===== src/rtl/accu_pkg.sv =====
// rtl/accu_pkg.sv - width derivations and sample extension shared by the accumulator files
package accu_pkg;

  localparam int EXT_W = 64;

  function automatic int clog2(input int v);
    int r;
    r = 0;
    while ((1 << r) < v) r++;
    return r;
  endfunction

  function automatic int cw_of(input int n);
    return clog2(n + 1);
  endfunction

  function automatic int ow_of(input int dw, input int n);
    return dw + clog2(n);
  endfunction

  // Sign- or zero-extends the low dw bits of d to the full EXT_W bits.
  function automatic logic [EXT_W-1:0] ext(input logic [EXT_W-1:0] d, input int dw, input bit sgn);
    logic [EXT_W-1:0] mask;
    logic             sign_bit;
    mask     = (EXT_W'(1) << dw) - EXT_W'(1);
    sign_bit = ((d >> (dw - 1)) & EXT_W'(1)) != '0;
    if (sgn && sign_bit) return d | ~mask;
    return d & mask;
  endfunction

endpackage


===== src/rtl/accu_stream_if.sv =====
// rtl/accu_stream_if.sv - sample input, flush and group-sum output handshake bundle
interface accu_stream_if
  import accu_pkg::*;
#(
  parameter int DW = 8,
  parameter int N  = 8
);
  localparam int CW = cw_of(N);
  localparam int OW = ow_of(DW, N);

  logic [DW-1:0] in_data;
  logic          in_valid;
  logic          in_ready;
  logic          flush;
  logic [OW-1:0] out_data;
  logic [CW-1:0] out_count;
  logic          out_valid;
  logic          out_ready;

  modport master (
    output in_data, in_valid, flush, out_ready,
    input  in_ready, out_data, out_count, out_valid
  );

  modport slave (
    input  in_data, in_valid, flush, out_ready,
    output in_ready, out_data, out_count, out_valid
  );
endinterface


===== src/rtl/accu_out_slot.sv =====
// rtl/accu_out_slot.sv - one-entry output holding register with valid/ready
module accu_out_slot #(
  parameter int OW = 11,
  parameter int CW = 4
) (
  input  logic          clk,
  input  logic          rst,
  input  logic          i_load,
  input  logic [OW-1:0] i_data,
  input  logic [CW-1:0] i_count,
  input  logic          i_ready,
  output logic          o_valid,
  output logic [OW-1:0] o_data,
  output logic [CW-1:0] o_count,
  output logic          o_slot_free
);
  logic          r_valid;
  logic [OW-1:0] r_data;
  logic [CW-1:0] r_count;

  assign o_slot_free = !r_valid || i_ready;

  // The core only loads when the slot is free, so a load may coincide with a handshake.
  always_ff @(posedge clk) begin
    if (rst) begin
      r_valid <= 1'b0;
      r_data  <= '0;
      r_count <= '0;
    end else if (i_load) begin
      r_valid <= 1'b1;
      r_data  <= i_data;
      r_count <= i_count;
    end else if (i_ready) begin
      r_valid <= 1'b0;
    end
  end

  assign o_valid = r_valid;
  assign o_data  = r_data;
  assign o_count = r_count;
endmodule


===== src/rtl/accu_stream.sv =====
// rtl/accu_stream.sv - streaming accumulator emitting one widened sum per group of N samples
module accu_stream
  import accu_pkg::*;
#(
  parameter int DW     = 8,
  parameter int N      = 8,
  parameter int SIGNED = 0
) (
  input logic          clk,
  input logic          rst,
  accu_stream_if.slave bus
);
  localparam int CW = cw_of(N);
  localparam int OW = ow_of(DW, N);
  localparam logic [CW-1:0] LAST = CW'(N - 1);

  logic [OW-1:0] r_acc;
  logic [CW-1:0] r_count;

  logic [OW-1:0] w_ext;
  logic [OW-1:0] w_sum;
  logic [CW-1:0] w_count_inc;
  logic          w_slot_free;
  logic          w_ready;
  logic          w_accept;
  logic          w_complete;
  logic          w_flush_go;
  logic          w_load;
  logic          w_out_valid;
  logic [OW-1:0] w_out_data;
  logic [CW-1:0] w_out_count;

  assign w_ext = OW'(ext(EXT_W'(bus.in_data), DW, SIGNED != 0));

  // Only the group-completing sample needs a free output slot.
  assign w_ready     = w_slot_free || (r_count != LAST);
  assign w_accept    = bus.in_valid && w_ready;
  assign w_complete  = w_accept && (r_count == LAST);
  assign w_flush_go  = bus.flush && w_slot_free && ((r_count != '0) || w_accept);
  assign w_load      = w_complete || w_flush_go;
  assign w_sum       = r_acc + (w_accept ? w_ext : '0);
  assign w_count_inc = r_count + (w_accept ? CW'(1) : CW'(0));

  always_ff @(posedge clk) begin
    if (rst) begin
      r_acc   <= '0;
      r_count <= '0;
    end else if (w_load) begin
      r_acc   <= '0;
      r_count <= '0;
    end else if (w_accept) begin
      r_acc   <= w_sum;
      r_count <= w_count_inc;
    end
  end

  accu_out_slot #(
    .OW(OW),
    .CW(CW)
  ) u_slot (
    .clk         (clk),
    .rst         (rst),
    .i_load      (w_load),
    .i_data      (w_sum),
    .i_count     (w_count_inc),
    .i_ready     (bus.out_ready),
    .o_valid     (w_out_valid),
    .o_data      (w_out_data),
    .o_count     (w_out_count),
    .o_slot_free (w_slot_free)
  );

  assign bus.in_ready  = w_ready;
  assign bus.out_valid = w_out_valid;
  assign bus.out_data  = w_out_data;
  assign bus.out_count = w_out_count;
endmodule


===== src/flat_wrapper.sv =====
// flat-port wrapper written by rule: the top's interface ports become plain ports
module accu_stream_flat import accu_pkg::*;
#(
  parameter int DW     = 8,
  parameter int N      = 8,
  parameter int SIGNED = 0
)
  (clk, rst, bus_in_data, bus_in_valid, bus_flush, bus_out_ready, bus_in_ready, bus_out_data, bus_out_count, bus_out_valid);
  accu_stream_if #(.DW(DW), .N(N)) bus_i ();
  input logic clk;
  input logic rst;
  input wire logic [$bits(bus_i.in_data)-1:0] bus_in_data;
  input wire logic [$bits(bus_i.in_valid)-1:0] bus_in_valid;
  input wire logic [$bits(bus_i.flush)-1:0] bus_flush;
  input wire logic [$bits(bus_i.out_ready)-1:0] bus_out_ready;
  output wire logic [$bits(bus_i.in_ready)-1:0] bus_in_ready;
  output wire logic [$bits(bus_i.out_data)-1:0] bus_out_data;
  output wire logic [$bits(bus_i.out_count)-1:0] bus_out_count;
  output wire logic [$bits(bus_i.out_valid)-1:0] bus_out_valid;
  assign bus_i.in_data = bus_in_data;
  assign bus_i.in_valid = bus_in_valid;
  assign bus_i.flush = bus_flush;
  assign bus_i.out_ready = bus_out_ready;
  assign bus_in_ready = bus_i.in_ready;
  assign bus_out_data = bus_i.out_data;
  assign bus_out_count = bus_i.out_count;
  assign bus_out_valid = bus_i.out_valid;
  accu_stream #(.DW(DW), .N(N), .SIGNED(SIGNED)) u_core (.clk(clk), .rst(rst), .bus(bus_i));
endmodule

===== config.mk =====
export PLATFORM = sky130hd
export DESIGN_NAME = accu_stream_flat
export DESIGN_NICKNAME = d
export VERILOG_FILES = /design/src/rtl/accu_pkg.sv /design/src/rtl/accu_stream_if.sv /design/src/rtl/accu_out_slot.sv /design/src/rtl/accu_stream.sv /design/src/flat_wrapper.sv
export SDC_FILE = /design/constraint.sdc
export NUM_CORES = 1
export LEC_CHECK = 0
export ABC_AREA = 1
export ABC_CLOCK_PERIOD_IN_PS = 2700
export BUFFER_PORTS_ARGS = -buffer_cell sky130_fd_sc_hd__buf_2
export CAP_MARGIN = 10
export CORE_ASPECT_RATIO = 1.25
export CORE_MARGIN = 1
export CORE_UTILIZATION = 56
export DETAILED_ROUTE_END_ITERATION = 7
export GPL_TIMING_DRIVEN = 0
export PLACE_DENSITY = 0.79
export SETUP_SLACK_MARGIN = 0.02
export SYNTH_ARGS = -nofsm -noshare
export SYNTH_HDL_FRONTEND = slang
export SYNTH_SLANG_ARGS = --single-unit

===== constraint.sdc =====
create_clock -name clk -period 2.7 [get_ports clk]
set_input_delay 0.54 -clock clk [delete_from_list [all_inputs] [get_ports clk]]
set_output_delay 0.54 -clock clk [all_outputs]
set_load 0.01 [all_outputs]

# Word-level counts from Yosys, hierarchy flattened
# Index checks and enable logic that the tools add are counted.
# word_totals
register_bits	31
inputBits	13
output_inout_bits	17
wordCells	25
# classes
addsub	2
eq_ne	2
muxes	4
n_reduce_logical	12
# op_table
op	count
11-bit adder	1
8-bit two-way mux	1
4-bit adder	1
4-bit by 3-bit == test with 1-bit output (second input constant)	1
1-bit logical AND	4
1-bit logical OR	4
4-bit by 3-bit inequality test with 1-bit output (second input constant)	1
4-bit nonzero test	1
1-bit two-way mux	3
2-bit nonzero test	1
2-bit OR reduction	1
1-bit logical NOT	1

# Longest topological paths before layout
# Gate-level depths: netlist of the first run.
# depth
depth_word	8
ltp_mapped	19
ltp_nobuf	18

# Cells and area by module
# Synthesis of the first run repeated with hierarchy kept, for this count alone.
# unflattened
hier_cells	280
hier_area_um2	1870.5
# by_module_without_submodules
mod	n_inst	cells_each	area_per_inst_um2	seq_area_each_um2
accu_stream	1	211	1315.0	300.3
accu_out_slot	1	69	555.5	320.3

# Least setup slack after synthesis of the first run
# Ideal clock, no wire load.
# synth_path
path_kind	input-to-reg
start	input port bus_out_ready
end	register u_core.r_acc[10]
setup_ps	113
arrival_ps	2217
required_ps	2587
slack_ps	370
cell_stages	15
path_buffers	1
path_cell_list	nor2_4 > nand3_4 > nand2_4 > buf_2 > nor2_1 > ha_1 > inv_1 > fa_1 > nand3b_1 > nand2_1 > nand3_1 > nand3_1 > nand2_1 > nor2_1 > nor2_1
# synth_via
elab_chain_cells	7
elab_cells_between_ends	11
cone_classes	add/sub: 1; mux: 1; reduce/logical: 9
# synth_rtl
item	line	source
start: declaration	flat_wrapper.sv:15	input wire logic [$bits(bus_i.out_ready)-1:0] bus_out_ready;
1-bit logical OR (*)	accu_out_slot.sv:21	assign o_slot_free = !r_valid || i_ready;
1-bit logical OR (*)	accu_stream.sv:36	assign w_ready = w_slot_free || (r_count != LAST);
named net bus_in_ready	flat_wrapper.sv:16	output wire logic [$bits(bus_i.in_ready)-1:0] bus_in_ready;
1-bit logical AND (*)	accu_stream.sv:37	assign w_accept = bus.in_valid && w_ready;
parallel branches: the longest is 4 deep, another holds 11-bit adder	--	
end signal: assignment	accu_stream.sv:52	r_acc <= w_sum;
end: declaration	accu_stream.sv:17	logic [OW-1:0] r_acc;
# Mark *: on every way through the listed nets, which the timed path passes.
# A chain may end at the register's enable or synchronous reset.

# Worst setup path after layout of the first run
# layout_path
start	register u_core.r_count[1]
end	register u_core.r_acc[4]
# layout_via
elab_chain_cells	7
elab_cells_between_ends	12
cone_classes	add/sub: 1; eq/ne: 2; mux: 1; reduce/logical: 8
# layout_rtl
item	line	source
start: declaration	accu_stream.sv:18	logic [CW-1:0] r_count;
start signal: assignment	accu_stream.sv:53	r_count <= w_count_inc;
parallel branches: the longest is 7 deep, another holds 11-bit adder	--	
# Several ways; the timed one is not identified.

==> summary.md, run 1 <==
| Metric | Value |
|---|---|
| Post-DP HPWL | ~3 mm |
| Final setup vio count | 0 |
| Max_cap viols | 0 |
| Distinct cells, synth | 31 |
| Ys Warns | 0 |
| Slew @ Worst Pin | approximately 0.46 ns |
| Largest net degree at the start of global routing | 11 |
| Most common cell in the synthesized netlist | nand2_1 |
| Post-synth ARST share | 0 |
| Sequential area share after synthesis | 0.320 |
| R2R depth | 14 |
| Final clock period utilization by the worst path | 0.921 |
| Net count, final | between 300 and 400 |
| Overall Global Routing Usage | 0.242 |
| Clk sinks | 31 |
| Post-layout min period | around 2.5 ns |
| CP delay by family, top | simple AND/OR/NAND/NOR gates |
| Slack of the worst reg-to-reg path | 0.21 ns |
| Final cell utilization of the core | 0.694 |
| Placed instance count | about 350 |
| Routed via count | 1,721 |
| R2r startpoint | u_core.r_count[1]$_SDFFE_PP0N_ |
| Antenna violations before repair | 0 |
| Post-synth EDFFs | 0 |
| RSZ-0062 raised after global routing | no |
| Die H | around 68 um |
| Worst-path fanout max | 10 |
| Status | complete, no violations |
| Final Max Slew Viols | 0 |
| Commonest cells in the netlist | 103 x nand2_1, 35 x inv_1, 31 x dfxtp_1, 30 x nor2_1, 14 x nand3_1 |
| Number of I/O pins | 30 |
| Hold Crit Class | reg2reg |
| Total CTS buffers | 5 |
| CP Capture Type | flop |
| Post-route cell area | around 0.0023 mm2 |
| Post-Syn Area | approximately 0.0019 mm2 |
| Hold Startpoint | u_core.u_slot.o_data[7]$_SDFFE_PP0P_ |
| WHS Path Cells | 2 |
| First-pass GRT wire length | approximately 6.5 mm |
| Slowest CP cell | fa_1 |
| PortBufs | 29 |
| Synthesized flop and latch total | 31 |
| Area grow syn2layout | 16.5% |
| Layout cells sized above 1 | 0.252 |
| Setup repair bufs after CTS | 0 |
| CORE AREA | between 0.003 and 0.004 mm2 |
| H-tree levels | 2 |
| Synthesized Nets | approximately 310 |
| CP Cell Sequence | nand2_2 -> clkinv_2 -> nand3_4 -> nand2_4 -> buf_4 -> nor2_1 -> ha_2 -> inv_1 -> fa_1 -> nand3b_1 -> nand2_2 -> xor2_1 -> nand2_1 -> a21oi_2 |
| Final std cells w/o fill | ~360 |
| Max Fclk | roughly 400 MHz |
| CP bufs+invs | 3 |
| DRC violations left | 0 |
| Starting Density | 0.596 |
| Rows | 23 |
| Top cells by area, synth | dfxtp_1 32%, nand2_1 20%, inv_1 6.8%, ha_1 6.5%, nor2_1 5.8% |
| Routed wire length | 3.82 mm |
| Synth Area per Inst | between 6 and 7 um2 |
| GRT overflow | 0 |
| Clk_lat worst skew | between 0.2 and 0.3 ns |
| R2R Path End | u_core.r_acc[4]$_SDFFE_PP0N_ |
| Leakage | between 0.001 and 0.0015 uW |
| Worst Path Required | 2.92 ns |
| Routability cong. | ~0.9 |
| Hold Violations, Final | 0 |
| Most used cell, CP | nand2_2 |
| Vias per cell | roughly 4.8 |
| Synth top area share | 0.320 |
| Post-CTS Resized | 0 |
| Pre-Repair DR Iteration Count | 4 |
| CP arrival | around 2.7 ns |
| WL/cell | about 11 um |
| Initial drt markers | 22 |
| Worst slack, placed | -0.0675 ns |
| Layout filler cell count | 283 |
| Power per Cell Area | approximately 500 mW/mm2 |
| Crit path launch type | flop |
| Number of global-route vias before repair | around 1.6k |
| Clock Root Buffer | clkbuf_8 |
| CTS tree | yes |
| Relative slew slack | 0.695 |
| CTS Hold Bufs | 0 |
| Hold endpoint | u_core.u_slot.o_data[7]$_SDFFE_PP0P_ |
| Top FF cell, synth | dfxtp_1 |
| Crit-path max cell delay | around 0.4 ns |
| Overall Power | 1150 uW |
| Die area | 0.00370 mm2 |
| Placed inst area | 0.00213 mm2 |
| Max rail drop VDD | 0.432 mV |
| Critical path class | reg2reg |
| Layout Skew | between 0.002 and 0.0025 ns |
| Syn Inst Count | ~280 |
| Clock Path Buffers | 2 |
| Antenna cells | 0 |
| Area leader, netlist | dfxtp_1 |
| Die width | about 55 um |
| Routed Antenna Nets | 0 |
| Reg clk slew, reported paths | about 0.06 ns |
| Post-route setup slack | between 0.2 and 0.25 ns |
[cells in the final DEF, fill, tap and decap left out, types with 2 or more instances in the layout]
| cell | Yosys | layout |
|---|---|---|
| clkbuf_8 | 0 | 6 |
| nor2_1 | 30 | 30 |
| xor2_1 | 3 | 3 |
| nand3_1 | 14 | 14 |
| nand2_4 | 4 | 4 |
| a21oi_2 | 10 | 10 |
| buf_4 | 1 | 2 |
| dfxtp_1 | 31 | 30 |
| or2_2 | 2 | 2 |
| inv_1 | 35 | 35 |
| ha_1 | 10 | 9 |
| a21oi_1 | 4 | 4 |
| nand4_1 | 4 | 4 |
| nand2_2 | 11 | 12 |
| nand2_1 | 103 | 102 |
| clkinv_2 | 1 | 2 |
| buf_2 | 2 | 29 |
| xnor2_1 | 2 | 2 |
[layout make-up]
type	count	area [um2]	share of cell area
sequential	31	622	0.275
clock inverter	2	35.0	0.0155
clock buffer	6	82.6	0.0366
timing repair buffer	29	145	0.0643
inverter	36	136	0.0604
buffer	6	57.6	0.0255
tap	37	46.3	0.0205
multi-input combinational	208	1130	0.502
[report_power, final]
part	switching, uW	leakage (uW)	internal, uW
registers	13.3	0.000253	478
logic	115	0.000902	71.8
clock network	172	0.0000612	298
total	300	0.00122	848
[metrics by stage]
stage / hold slack [ns] / setup TNS [ns]
after floorplan: 0.444 / 0
after global placement: 0.433 / -0.110
after detailed placement: 0.436 / -0.216
after CTS: 0.449 / 0
after global routing: 0.475 / 0
final: 0.444 / 0
[kinds of logic (layout without fill, tap and decap cells)]
family                   Yosys count  count (layout)  synth area share
buffers and inverters             42              79            0.0975
XOR/XNOR                           5               5            0.0226
AO/OA/AOI/OAI                     17              17            0.0704
adder cells (fa/ha/maj)           11              11            0.0749
flip-flops                        31              31             0.320
AND/OR/NAND/NOR                  175             175             0.414
[routing by layer]
metal / up-vias / part of all wire / wire [um] / GRT usage
met5: - / 0 / 0 / 0
met4: 0 / 0.022 / 85 / 0.0833
met3: 9 / 0.037 / 143 / 0.0608
met2: 36 / 0.47 / 1780 / 0.405
met1: 738 / 0.47 / 1810 / 0.293
li1: 938 / - / - / -
[registers in the layout, indices dropped and copies added (netlist names)]
signal and flops:
u_core.u_slot.o_data 11, u_core.u_slot.o_valid 1, u_core.r_acc 11, u_core.r_count 4, u_core.u_slot.o_count 4
[worst reg2reg max path, delay by kind of cell, from the launching register on]
kind	cells	cell delay, ns
simple gates	7	0.78
fa+ha+maj	2	0.61
flops	1	0.35
buf+inv	3	0.33
xor+xnor	1	0.23
compound gates	1	0.13
[worst max-delay path by stage]
| stage | startpoint | to | cells after the start |
|---|---|---|---|
| finish | u_core.r_count[1]$_SDFFE_PP0N_ | u_core.r_acc[4]$_SDFFE_PP0N_ | 14 |
| global route | u_core.r_count[1]$_SDFFE_PP0N_ | u_core.r_acc[10]$_SDFFE_PP0N_ | 16 |
| CTS | u_core.r_count[2]$_SDFFE_PP0N_ | u_core.r_acc[10]$_SDFFE_PP0N_ | 16 |
| detailed placement | bus_out_ready | u_core.r_acc[10]$_SDFFE_PP0N_ | 16 |
| global placement | bus_out_ready | u_core.u_slot.o_data[10]$_SDFFE_PP0P_ | 16 |
| floorplan | bus_out_ready | u_core.r_acc[10]$_SDFFE_PP0N_ | 15 |
Note: power is estimated with default switching activity, not from simulation.
==> run 2: changes to the inputs <==
Settings changed: CORE_UTILIZATION 56 to 55, PLACE_DENSITY 0.79 to 0.78, REMOVE_ABC_BUFFERS set to 1.
==> run 2 against run 1 <==
Maximum frequency about the same. Register-to-register slack barely moved. Non-clock buffer count decreased by 3. Critical path depth did not move. Power is 5.3% lower. Hold slack improved by 0.0035 ns. First-iteration DRC count grew 140%. Wire length is 4.8% higher. Highest routed layer unchanged.
==> summary.md, run 2 (synthesis results as in run 1) <==
| Metric | Value |
|---|---|
| Status | complete, no violations |
| CORE AREA | 0.00328 mm2 (+0.89%) |
| CP bufs+invs | 2 (-1) |
| Layout cells sized above 1 | 0.244 (-0.00713) |
| Leading cell type in the layout, fill and taps excluded | nand2_1 |
| Routed via count | 1,742 (+1.2%) |
| Area grow syn2layout | 14.5% |
| Commonest cells after routing, fill and taps aside | 102 x nand2_1, 34 x inv_1, 31 x dfxtp_1, 30 x nor2_1, 29 x buf_2 |
| Layout filler cell count | 299 (+5.7%) |
| Antenna violations before repair | 0 (unchanged) |
| Comb pwr share | 0.166 (+0.004) |
| Clk_lat worst skew | 0.29 ns (about the same) |
| Max_cap viols | 0 (unchanged) |
| Critical path class | reg2reg |
| CTS Hold Bufs | 0 (unchanged) |
| Slowest CP cell | fa_1 |
| Overall Global Routing Usage | 0.243 (about the same) |
| Number of global-route vias before repair | 1,501 (-6.2%) |
| Starting Density | 0.591 (-0.00523) |
| Switching pwr | 311 uW (+3.9%) |
| Crit path launch type | flop |
| Pre-Repair DR Iteration Count | 4 (unchanged) |
| Die H | 68.4 um (+0.88%) |
| Max Fclk | 402 MHz (about the same) |
| Final setup vio count | 0 (unchanged) |
| Number of I/O pins | 30 (unchanged) |
| Hold Violations, Final | 0 (unchanged) |
| Hold Crit Class | reg2reg |
| Die area | 0.00377 mm2 (+1.8%) |
| Clock Root Buffer | clkbuf_8 |
| Worst Path Required | 2.92 ns (about the same) |
| Net Sw Frac | 0.287 (+0.0253) |
| Post-DP HPWL | 2.74 mm (-6.4%) |
| RSZ-0062 raised after global routing | no |
| CTS tree | yes |
| Vias per cell | 4.95 (+2.1%) |
| Die width | 55.1 um (+0.87%) |
| Reg clk slew, reported paths | 0.07 ns (about the same) |
| Power per Cell Area | 490 mW/mm2 (-3.6%) |
| Clock Power Share | 0.383 (-0.027) |
| Routed Antenna Nets | 0 (unchanged) |
| Net count, final | 338 (-0.88%) |
| H-tree levels | 2 (unchanged) |
| Layout Skew | 0.00386 ns (+0.00172 ns) |
| First-pass GRT wire length | 6.47 mm (-0.84%) |
| Clk sinks | 31 (unchanged) |
| PortBufs | 29 (unchanged) |
| CP arrival | 2.70 ns (about the same) |
| Final Max Slew Viols | 0 (unchanged) |
| Leakage | 0.00119 uW (-2.4%) |
| Largest net degree at the start of global routing | 29 (+18) |
| Rows | 23 (unchanged) |
| Overall Power | 1090 uW (-5.3%) |
| Final clock period utilization by the worst path | 0.921 (about the same) |
| Clock Path Buffers | 2 (unchanged) |
| Antenna cells | 0 (unchanged) |
| GRT overflow | 0 (unchanged) |
| Internal power | 775 uW (-8.6%) |
| Slew @ Worst Pin | 0.604 ns (+0.147 ns) |
| CP Cell Sequence | nand2_2 -> clkinv_2 -> nand3_4 -> nand2_8 -> nor2_1 -> ha_1 -> inv_1 -> fa_1 -> nand3b_1 -> nand2_2 -> nand2_1 -> nand3_1 -> nand3_1 -> a21oi_2 |
| WL/cell | 11.4 um (+5.7%) |
| Placed instance count | 341 (-1.7%) |
| Routed wire length | 4.00 mm (+4.8%) |
| Relative slew slack | 0.596 (-0.0992) |
| Routability cong. | 0.845 (-3.7%) |
| Total CTS buffers | 5 (unchanged) |
| Final std cells w/o fill | 352 (-0.85%) |
| Worst-path fanout max | 28 (+18) |
| CP delay by family, top | simple AND/OR/NAND/NOR gates |
| Max rail drop VDD | 0.380 mV (-12%) |
| Final cell utilization of the core | 0.676 (-0.0183) |
| Crit-path max cell delay | 0.40 ns (about the same) |
| DRC violations left | 0 (unchanged) |
| CP Capture Type | flop |
| Initial drt markers | 53 (+140%) |
| Flop pwr share | 0.451 (+0.023) |
| Post-layout min period | 2.49 ns (-0.00103 ns) |
-- run 2: cell count changes in the layout (fill, tap and decap cells not counted), sizes merged --
cell / previous run / this run
bufinv: 1 / 0
clkinv: 2 / 1
buf: 33 / 32
clkbuf: 8 / 7
inv: 35 / 34
clkinvlp: 0 / 2
-- run 2: final timing paths --
path	slack [ns]	from	depth (start not counted)	to
max	0.21	u_core.r_count[1]$_SDFFE_PP0N_	14	u_core.r_acc[6]$_SDFFE_PP0N_
min	0.45	u_core.u_slot.o_data[8]$_SDFFE_PP0P_	2	u_core.u_slot.o_data[8]$_SDFFE_PP0P_
max reg2reg	0.21	u_core.r_count[1]$_SDFFE_PP0N_	14	u_core.r_acc[6]$_SDFFE_PP0N_
min reg2reg	0.45	u_core.u_slot.o_data[8]$_SDFFE_PP0P_	2	u_core.u_slot.o_data[8]$_SDFFE_PP0P_
-- run 2: area by class of cell --
class	count	area, um2	area share
Inverter	36	140	0.0632
Timing Repair Buffer	32	168	0.0756
Multi-Input combinational cell	208	1140	0.514
Sequential cell	31	621	0.280
Tap cell	37	46.3	0.0209
Clock buffer	7	96.3	0.0434
Clock inverter	1	7.51	0.00338
-- run 2: power groups by stage --
stage          sequential (uW)  clock (uW)  combinational, uW
4_1_cts                    490         423                176
6_report                   490         416                181
2_1_floorplan              504           0                122
3_3_place_gp               500           0                171
5_1_grt                    493         438                205
3_5_place_dp               500           0                173
-- run 2: what timing repair did --
item,in CTS,in global routing
gates resized for setup,1,2
setup buffers,0,3
endpoints found under the setup margin,6,16
hold endpoints to repair,0,0
-- run 2: routing by layer --
layer	share of wire	global-route usage
met2	0.48	0.401
met4	0.014	0.0750
met5	0	0
met3	0.034	0.0667
met1	0.47	0.300
-- run 2: worst register-to-register path: cells and delay by family (launching register included) --
family	cells	cell delay, ns
AOI/OAI and AO/OA	1	0.14
buffers and inverters	2	0.15
DFF	1	0.36
adders and majority gates	2	0.63
and+or+nand+nor	9	1.14
-- run 2: metrics by stage --
stage	setup TNS, ns	hold WS, ns	setup slack [ns]	instance area (um2)
2_1_floorplan	0	0.445	0.361	1890
3_5_place_dp	-1.14	0.435	-0.181	2080
3_3_place_gp	-0.965	0.433	-0.161	2080
6_report	0	0.447	0.214	2220
4_1_cts	0	0.451	0.102	2180
5_1_grt	0	0.470	0.0280	2220
==> run 3: changes to the inputs <==
Settings changed: SYNTH_HIERARCHICAL set to 1.
==> run 3 against run 2 <==
Clock skew grew 0.00070 ns. Final cell count shrank 1.1%. Utilization shrank 1.8 points. Maximum frequency grew 0.45%. Sequential cell count is the same. Register-to-register slack gained 0.04 ns. Design area shrank 4.4%. Clock power shrank 14%. Sequential share of layout area grew 1.3 points. Combinational power grew 14%. Critical path depth grew 5. Critical path type is now in2reg. Critical endpoint is now u_core/u_slot/o_data[6]$_SDFFE_PP0P_. Largest cell class unchanged.
==> summary.md, run 3 <==
| Metric | Value |
|---|---|
| Top FF cell, synth | dfxtp_1 |
| Most common cell in the synthesized netlist | nand2_1 |
| Commonest cells in the netlist | 67 x nand2_1, 58 x nor2_1, 35 x inv_1, 31 x dfxtp_1, 16 x nand3_1 |
| Die area | 0.00364 mm2 (-3.4%) |
| Overall Global Routing Usage | 0.254 (+0.0111) |
| Hold Crit Class | in2reg |
| Final Max Slew Viols | 0 (unchanged) |
| Routed Antenna Nets | 0 (unchanged) |
| Antenna cells | 0 (unchanged) |
| Multi-input gate area | 0.00108 mm2 (-5.3%) |
| Worst-path fanout max | 12 (-57%) |
| Top cells by area, synth | dfxtp_1 33%, nand2_1 13%, nor2_1 12%, inv_1 7.0%, ha_1 6.7% |
| Syn Inst Count | 280 (-0.36%) |
| RSZ-0062 raised after global routing | no |
| Clk sinks | 31 (unchanged) |
| Status | complete, no violations |
| Area grow syn2layout | 13.4% |
| Synth top area share | 0.332 (+0.0116) |
| Post-Syn Area | 0.00187 mm2 (-3.5%) |
| Slowest CP cell | fa_1 |
| WL/cell | 12.2 um (+7.4%) |
| Total CTS buffers | 5 (unchanged) |
| Internal power | 744 uW (-4.1%) |
| PortBufs | 29 (unchanged) |
| Routed wire length | 4.24 mm (+6.2%) |
| CORE AREA | 0.00322 mm2 (-1.8%) |
| Reg clk slew, reported paths | 0.07 ns (about the same) |
| Distinct cells, synth | 28 (-9.7%) |
| Ys Warns | 6 (+6) |
| Rows | 23 (unchanged) |
| Synth Area per Inst | 6.68 um2 (-3.1%) |
| Slew @ Worst Pin | 0.539 ns (-0.0653 ns) |
| Power per Cell Area | 504 mW/mm2 (+2.9%) |
| Starting Density | 0.580 (-0.0104) |
| Commonest cells after routing, fill and taps aside | 67 x nand2_1, 57 x nor2_1, 35 x inv_1, 31 x dfxtp_1, 29 x buf_2 |
| Leading cell type in the layout, fill and taps excluded | nand2_1 |
| Flop pwr share | 0.472 (+0.021) |
| DRC violations left | 0 (unchanged) |
| Critical path class | in2reg |
| Fin Setup TNS | 0 ns (unchanged) |
| Layout Skew | 0.00456 ns (+0.000697 ns) |
| Clock Root Buffer | clkbuf_8 |
| Number of I/O pins | 30 (unchanged) |
| Switching pwr | 325 uW (+4.5%) |
| Critical Path Sink | u_core/u_slot/o_data[6]$_SDFFE_PP0P_ |
| Largest net degree at the start of global routing | 24 (-17%) |
| Max_cap viols | 0 (unchanged) |
| CTS Hold Bufs | 0 (unchanged) |
| CTS tree | yes |
| Final setup vio count | 0 (unchanged) |
| CP arrival | 2.66 ns (-0.04 ns) |
| Sequential area share after synthesis | 0.332 (+0.0116) |
| CP Capture Type | flop |
| Hold Slack | 0.425 ns (-0.0226 ns) |
| Crit path launch type | input pin |
| Post-CTS Resized | 0 (-1) |
| Clk_lat worst skew | 0.29 ns (about the same) |
| Area leader, netlist | dfxtp_1 |
| Worst Path Required | 2.89 ns (-0.03 ns) |
| Post-route setup slack | 0.225 ns (+0.0112 ns) |
| Clock Power Share | 0.335 (-0.048) |
| R2R Path End | u_core/u_slot/o_data[6]$_SDFFE_PP0P_ |
| Synthesized flop and latch total | 31 (unchanged) |
| Die width | 54.2 um (-1.7%) |
| Setup repair bufs after CTS | 0 (unchanged) |
| Post-DP HPWL | 2.75 mm (+0.18%) |
| Slack of the worst reg-to-reg path | 0.25 ns (+0.04 ns) |
| Relative slew slack | 0.640 (+0.0441) |
| Comb pwr share | 0.193 (+0.027) |
| Hold Violations, Final | 0 (unchanged) |
| FF+latch area | 621 um2 (unchanged) |
| CP Cell Sequence | buf_2 -> inv_1 -> nand2_1 -> inv_1 -> nand3_4 -> nand2_8 -> nor2_2 -> ha_2 -> inv_1 -> fa_1 -> inv_1 -> nand3_1 -> nand3_1 -> nand2_1 -> nand2_1 -> nand2_1 -> and2_1 -> nor2_1 -> nor2_1 |
| Die H | 67.2 um (-1.7%) |
| Pre-Repair DR Iteration Count | 4 (unchanged) |
| Clock Path Buffers | 2 (unchanged) |
| Worst slack, placed | -0.270 ns (-0.0889 ns) |
| Post-synth ARST share | 0 (unchanged) |
| Final clock period utilization by the worst path | 0.917 (-0.00415) |
| Leakage | 0.00113 uW (-4.9%) |
| Number of global-route vias before repair | 1,553 (+3.5%) |
| R2R depth | 17 (+3) |
| Layout cells sized above 1 | 0.190 (-0.0547) |
| Max Fclk | 404 MHz (+0.45%) |
| Layout filler cell count | 294 (-1.7%) |
| R2r startpoint | u_core/u_slot/o_valid$_SDFFE_PP0P_ |
| GRT overflow | 0 (unchanged) |
| Initial drt markers | 57 (+7.5%) |
| Net Sw Frac | 0.304 (+0.0178) |
| Net count, final | 334 (-1.2%) |
| First-pass GRT wire length | 6.58 mm (+1.7%) |
| Antenna violations before repair | 0 (unchanged) |
| Crit-path max cell delay | 0.41 ns (about the same) |
| Final cell utilization of the core | 0.658 (-0.0182) |
| Routed via count | 1,776 (+2.0%) |
| Vias per cell | 5.10 (+3.1%) |
| Routability cong. | 0.872 (+3.2%) |
| H-tree levels | 2 (unchanged) |
| Post-synth EDFFs | 0 (unchanged) |
| Post-layout min period | 2.47 ns (-0.0112 ns) |
| Critical Path Start | bus_out_ready |
| Max rail drop VDD | 0.451 mV (+19%) |
==> run 3: changes by cell type in the layout (fill, tap and decap cells not counted), sizes merged, moves of 3 or more <==
cell / previous run / this run
buf: 32 / 29
o21ai: 1 / 16
nand2: 118 / 72
inv: 34 / 38
nor2: 33 / 60
==> run 3: critical path, delay by kind of cell <==
kind / cells / cell delay, ns
buf+inv: 5 / 0.36
simple gates: 12 / 1.14
fa+ha+maj: 2 / 0.61
==> run 3: logic make-up after synthesis <==
group           synth area share
buf+inv                    0.104
xor+xnor                  0.0234
simple gates               0.346
fa+ha+maj                 0.0776
compound gates             0.116
flops                      0.332
==> run 3: worst min path at each step <==
stage / to / depth (start not counted) / startpoint / slack [ns]
2_1_floorplan: u_core/r_acc[2]$_SDFFE_PP0N_ / 2 / u_core/r_acc[2]$_SDFFE_PP0N_ / 0.45
3_3_place_gp: u_core/r_acc[0]$_SDFFE_PP0N_ / 2 / u_core/r_acc[0]$_SDFFE_PP0N_ / 0.46
3_5_place_dp: u_core/r_acc[0]$_SDFFE_PP0N_ / 2 / u_core/r_acc[0]$_SDFFE_PP0N_ / 0.47
4_1_cts: u_core/u_slot/o_valid$_SDFFE_PP0P_ / 2 / rst / 0.41
5_1_grt: u_core/u_slot/o_valid$_SDFFE_PP0P_ / 2 / rst / 0.43
6_report: u_core/u_slot/o_valid$_SDFFE_PP0P_ / 2 / rst / 0.42
==> run 3: area by class of cell <==
type / count / area share
Clock buffer: 7 / 0.0360
Clock inverter: 1 / 0.00236
Inverter: 38 / 0.0696
Multi-Input combinational cell: 205 / 0.509
Sequential cell: 31 / 0.293
Tap cell: 37 / 0.0218
Timing Repair Buffer: 29 / 0.0684
==> run 3: power by group through the flow <==
stage               registers [uW]  clock network (uW)  logic [uW]
floorplan                      523                   0         130
global placement               513                   0         196
detailed placement             514                   0         200
CTS                            505                 370         202
global route                   509                 381         236
finish                         505                 358         207
==> run 3: layer usage <==
metal  part of all wire  vias to the layer above  GRT usage
li1                   -                      934          -
met1               0.45                      798      0.285
met2               0.49                       36      0.439
met3              0.043                        8     0.0608
met4              0.019                        0      0.115
met5                  0                        -          0
==> run 3: stage by stage <==
stage / total power [uW] / instances / instance area (um2)
after global routing: 1130 / 348 / 2120
final: 1070 / 348 / 2120
after CTS: 1080 / 347 / 2090
after global placement: 709 / 339 / 2010
after floorplan: 653 / 273 / 1820
after detailed placement: 714 / 339 / 2010
